## config.mk

```make
export PLATFORM = sky130hd
export DESIGN_NAME = register_file_mp
export DESIGN_NICKNAME = d
export VERILOG_FILES = /design/src/rtl/register_file_mp_pkg.sv /design/src/rtl/register_file_mp_wr_arb.sv /design/src/rtl/register_file_mp.sv
export SDC_FILE = /design/constraint.sdc
export NUM_CORES = 2
export LEC_CHECK = 0
export ABC_AREA = 1
export CORE_MARGIN = 8
export CORE_UTILIZATION = 45
export CTS_CLUSTER_SIZE = 28
export DETAILED_ROUTE_END_ITERATION = 8
export PLACE_DENSITY = 0.58
export SYNTH_ARGS = -nofsm -noshare
export SYNTH_HDL_FRONTEND = slang
export SYNTH_SLANG_ARGS = --single-unit
export TNS_END_PERCENT = 30
```

## constraint.sdc

```tcl
create_clock -name clk -period 3.15 [get_ports clk]
set_input_delay 0.63 -clock clk [delete_from_list [all_inputs] [get_ports clk]]
set_output_delay 0.63 -clock clk [all_outputs]
set_load 0.01 [all_outputs]
```

## src/rtl/register_file_mp_pkg.sv

```systemverilog
// Shared types and defaults for the multi-port register file.
package register_file_mp_pkg;

   localparam int XLEN_DEF     = 32;
   localparam int NUM_REGS_DEF = 32;
   localparam int ADDR_W_DEF   = $clog2(NUM_REGS_DEF);
   localparam int ZERO_REG     = 0;

   typedef logic [ADDR_W_DEF-1:0] reg_idx_t;
   typedef logic [XLEN_DEF-1:0]   xlen_t;

endpackage

```

## src/rtl/register_file_mp_wr_arb.sv

```systemverilog
// Resolves, per register, whether any write port targets it this cycle and
// which data wins (highest-index enabled port); x0 is never a target.
module register_file_mp_wr_arb
   import register_file_mp_pkg::*;
#(
   parameter int XLEN       = XLEN_DEF,
   parameter int NUM_REGS   = NUM_REGS_DEF,
   parameter int NUM_WR     = 1,
   localparam int ADDR_W    = $clog2(NUM_REGS)
) (
   input  logic [NUM_WR-1:0]                wr_en,
   input  logic [NUM_WR-1:0][ADDR_W-1:0]    wr_reg,
   input  logic [NUM_WR-1:0][XLEN-1:0]      wr_data,
   output logic [NUM_REGS-1:0]              hit,
   output logic [NUM_REGS-1:0][XLEN-1:0]    hit_data
);

   // Ascending scan: a later (higher-index) port overwrites earlier ones.
   always_comb begin
      hit      = '0;
      hit_data = '0;
      for (int unsigned p = 0; p < NUM_WR; p++) begin
         if (wr_en[p] && (wr_reg[p] != ADDR_W'(ZERO_REG))) begin
            hit[wr_reg[p]]      = 1'b1;
            hit_data[wr_reg[p]] = wr_data[p];
         end
      end
   end

endmodule

```

## src/rtl/register_file_mp.sv

```systemverilog
// Parametrised multi-port register file with synchronous clear, optional
// write-to-read bypass and a per-register busy scoreboard.
module register_file_mp
   import register_file_mp_pkg::*;
#(
   parameter int XLEN       = XLEN_DEF,
   parameter int NUM_REGS   = NUM_REGS_DEF,
   parameter int NUM_RD     = 2,
   parameter int NUM_WR     = 1,
   parameter bit BYPASS     = 1'b0,
   localparam int ADDR_W    = $clog2(NUM_REGS)
) (
   input  logic                            clk,
   input  logic                            rst,
   input  logic [NUM_WR-1:0]               wr_en,
   input  logic [NUM_WR-1:0][ADDR_W-1:0]   wr_reg,
   input  logic [NUM_WR-1:0][XLEN-1:0]     wr_data,
   input  logic [NUM_RD-1:0][ADDR_W-1:0]   rd_reg,
   output logic [NUM_RD-1:0][XLEN-1:0]     rd_data,
   output logic [NUM_RD-1:0]               rd_busy,
   input  logic                            busy_set_en,
   input  logic [ADDR_W-1:0]               busy_set_reg
);

   logic [NUM_WR-1:0]             wr_en_g;
   logic [NUM_REGS-1:0]           hit;
   logic [NUM_REGS-1:0][XLEN-1:0] hit_data;
   logic [NUM_REGS-1:0][XLEN-1:0] mem;
   logic [NUM_REGS-1:0]           busy;
   logic [NUM_REGS-1:0]           set_hit;

   // Gating enables during reset drops the writes and suppresses bypass at once.
   assign wr_en_g = rst ? '0 : wr_en;

   register_file_mp_wr_arb #(
      .XLEN     (XLEN),
      .NUM_REGS (NUM_REGS),
      .NUM_WR   (NUM_WR)
   ) u_wr_arb (
      .wr_en    (wr_en_g),
      .wr_reg   (wr_reg),
      .wr_data  (wr_data),
      .hit      (hit),
      .hit_data (hit_data)
   );

   always_comb begin
      set_hit = '0;
      if (busy_set_en && !rst && (busy_set_reg != ADDR_W'(ZERO_REG)))
         set_hit[busy_set_reg] = 1'b1;
   end

   always_ff @(posedge clk) begin
      if (rst) begin
         mem <= '0;
      end else begin
         for (int unsigned r = 1; r < NUM_REGS; r++)
            if (hit[r]) mem[r] <= hit_data[r];
      end
   end

   // Set beats clear: issue has allocated a newer producer for that register.
   always_ff @(posedge clk) begin
      if (rst) begin
         busy <= '0;
      end else begin
         for (int unsigned r = 1; r < NUM_REGS; r++) begin
            if (set_hit[r])  busy[r] <= 1'b1;
            else if (hit[r]) busy[r] <= 1'b0;
         end
      end
   end

   always_comb begin
      rd_data = '0;
      rd_busy = '0;
      for (int unsigned j = 0; j < NUM_RD; j++) begin
         rd_data[j] = mem[rd_reg[j]];
         rd_busy[j] = busy[rd_reg[j]];
         if (BYPASS && hit[rd_reg[j]]) begin
            rd_data[j] = hit_data[rd_reg[j]];
            if (!set_hit[rd_reg[j]]) rd_busy[j] = 1'b0;
         end
         if (rd_reg[j] == ADDR_W'(ZERO_REG)) begin
            rd_data[j] = '0;
            rd_busy[j] = 1'b0;
         end
      end
   end

endmodule
```

==> flow_summary.yaml <==
synthesis:
  ys_ff_latch: 1023
  synth.area.top_cells: "dfxtp_1 36%, nand2_1 18%, nand3_1 16%"
  synth_area_sq_um: 56700
  synthDominantCellAreaShare_pct: 36.1
  ys_top_cells_by_count: "2763 x nand2_1, 1790 x nand3_1, 1023 x dfxtp_1"
  ys_types: 25
  synth_edf_count: 0
  yosysTopAreaCell: "dfxtp_1"
  avgSynthCellArea_sq_um: 6.03
  yosysMostFrequentCell: "nand2_1"
  synth_nets: 9457
  ys_seq_area_share_pct: 36.1
  syn_inst: 9401
  async_reset_ff_share_pct: 0
  synth_ff_type: "dfxtp_1"
  yosysWarnings: 0
timing:
  fmax_mhz: 310
  drv_slew: 0
  max-slew-margin-rel_pct: 37.4
  fin_ws_ns: -0.0799
  whs_ns: 0.464
  rsz0062_at_grt: "yes"
  post-route-min-period_ns: 3.23
  finalHoldViolations: 0
  setup_viol: 7
  period_share_pct: 103
  tightest_slew_ns: 0.935
  finClkSkew_ns: 0
status:
  outcome: "finished, violations left"
  failed_checks: "negative setup slack"
worst_setup_path:
  start_kind: "input port"
  rr_worst_depth: 2
  cp_slowest_cell: "clkdlybuf4s50_1"
  critPathKind: "in -> out"
  cp.required_ns: 2.52
  cp.arrival_ns: 2.60
  cp-end-kind: "primary output"
  crit_chain: "buf_8, buf_12, buf_12, nand2_1, nand3_1, nand2_1, nand2_1, nand3_1, nand2_1, nand2_1, nand2_1, clkdlybuf4s50_1"
  crit_path_frequent_cell: "nand2_1"
  path_depth: 12
  path_max_fanout: 34
  critPathTopFamily: "buffers and inverters"
  cp_num_buf_inv: 4
  max_stage_delay_ns: 0.60
floorplan:
  dieHeight_um: 371
  die_w_um: 371
  design.die.area_sq_um: 138000
  rows: 130
  core_sq_um: 125000
  start_util_pct: 45.2
  top_level_ports: 122
worst_hold_path:
  hold_depth: 2
  hp-class: "reg -> reg"
job:
  drv_cap: 0
detailed_routing:
  antenna_left: 0
  viasPerCell: 5.73
  drcViolationCount: 0
  vias: 63100
  drtIter0Drc: 7705
  drtPass1Iterations: 6
  wl_mm: 243
  avgRoutedWirePerCell_um: 22.1
finish:
  fin_nets: 9318
  drive_above_1_share_pct: 7.55
  final_area_sq_um: 67100
  seq_area_sq_um: 20500
  syn2layout_area_growth_pct: 18.4
  nFillCells: 12600
  multiInputGateArea_sq_um: 29600
power:
  peakVddDrop_mv: 0.444
  power_frac_comb_pct: 15.4
  p_clk_share_pct: 43.8
  power_density_nw_per_um2: 478
  p_leak_nw: 31.2
  internal-power_mw: 22.9
  p_sw_mw: 9.12
  seqPwrFrac_pct: 40.8
  power_switching_share_pct: 28.4
global_routing:
  grt_max_degree: 204
  grt_use_met2_pct: 53.3
  grt.overflow.total: 0
  grt_usage_pct: 33.8
  met1_usage_pct: 45.7
  grt_pass1_vias: 56900
  top_usage_layer: "met2"
  grt_pass1_wl_mm: 361
  antenna_found_initial: 12
  use_met3_pct: 6.06
clocking:
  cts_hold_buf: 0
  cts_tree: "built"
  clk_latency_ns: 0.75
  cts.htree.levels: 3
  clkTransAtPathRegs_ns: 0.06
  cts-root-buf: "clkbuf_16"
  clock_path_buffers: 3
  cts_buffers: 118
  cts.sinks: 1023
placed_design:
  gp_congestion: 0.907
  io_buffers: 121
  dpl_cell_area_sq_um: 62700
  post-dp-hpwl_mm: 148
## worst min-delay path: cells and delay by family, from the launching register on
family,cells,cell delay [ns]
flip-flops,1,0.31
AND/OR/NAND/NOR,1,0.06
AO/OA/AOI/OAI,1,0.05
## final timing paths
check,startpoint,endpoint,slack (ns)
max,rd_reg[5],rd_data[43],-0.08
min,busy[28]$_SDFFE_PP0P_,busy[28]$_SDFFE_PP0P_,0.46
max reg2reg,busy[19]$_SDFFE_PP0P_,busy[19]$_SDFFE_PP0P_,2.44
min reg2reg,busy[28]$_SDFFE_PP0P_,busy[28]$_SDFFE_PP0P_,0.46
## per-layer routing
layer,share of wire (%),vias up,wire [um]
met2,44,3388,106000
met1,42,29000,102000
li1,-,30000,-
met5,0.024,-,58
met4,4.5,8,10900
met3,9.9,668,24200
## power by group through the flow
| stage | logic (mW) | clock network [mW] | registers [mW] |
|---|---|---|---|
| floorplan | 2.60 | 0 | 13.3 |
| global placement | 4.76 | 0 | 13.4 |
| detailed placement | 4.78 | 0 | 13.4 |
| CTS | 4.81 | 14.2 | 13.1 |
| global route | 5.30 | 14.7 | 13.1 |
| finish | 4.95 | 14.0 | 13.1 |
## cell families after synthesis
family                 synth area share, %
AND/OR/NAND/NOR                       36.4
AO/OA/AOI/OAI                         15.6
flip-flops                            36.1
buffers and inverters                 11.9
## state kept, by name, summed over array words and instances (netlist names)
register	flops
mem	992
busy	31
## layout by cell type, fill, tap and decap left out, types with 4 or more instances in the layout
| master | instances |
|---|---|
| nand2_1 | 2735 |
| nand3_1 | 1790 |
| dfxtp_1 | 1023 |
| a21oi_1 | 894 |
| inv_1 | 874 |
| o21ai_0 | 822 |
| nor2_1 | 270 |
| buf_4 | 232 |
| buf_12 | 202 |
| clkbuf_16 | 121 |
| clkdlybuf4s50_1 | 57 |
| o21ai_1 | 47 |
| clkbuf_1 | 35 |
| clkinv_1 | 32 |
| dlymetal6s2s_1 | 25 |
| clkbuf_8 | 23 |
| dlygate4sd2_1 | 21 |
| nand4_1 | 18 |
| clkinv_2 | 18 |
| nand2_4 | 15 |
| nand2_2 | 14 |
| buf_16 | 12 |
| inv_2 | 11 |
| buf_6 | 11 |
| bufinv_16 | 9 |
| diode_2 | 7 |
| nor2_4 | 7 |
| clkinv_8 | 5 |
| inv_6 | 5 |
| buf_8 | 4 |
## per-stage QoR
| stage | instances | power, mW | setup TNS (ns) | utilization, % | setup slack (ns) |
|---|---|---|---|---|---|
| finish | 11000 | 32.1 | -0.291 | 53.6 | -0.0799 |
| global route | 11000 | 33.1 | -1.09 | 53.5 | -0.153 |
| CTS | 11000 | 32.1 | -0.143 | 53.3 | -0.0469 |
| detailed placement | 10800 | 18.1 | -1.08 | 50.1 | -0.128 |
| global placement | 10800 | 18.1 | -1.10 | 50.1 | -0.151 |
| floorplan | 9401 | 15.9 | 0 | - | 0.670 |
## repair_timing
item / in CTS / in global routing
endpoints found under the hold margin: 0 / 0
gates resized for setup: 43 / 55
endpoints found under the setup margin: 37 / 43
cloned: 2 / 3
setup buffers: 0 / 1
## final cells by class
type	instances	area share [%]
clock inverter	35	0.690
timing repair buffer	571	11.2
tap	1650	3.08
clock buffer	176	5.07
multi-input combinational	6622	44.1
antenna	7	0.0261
sequential	1023	30.5
inverter	926	5.28
No activity file was read; power rests on OpenSTA's default activity.
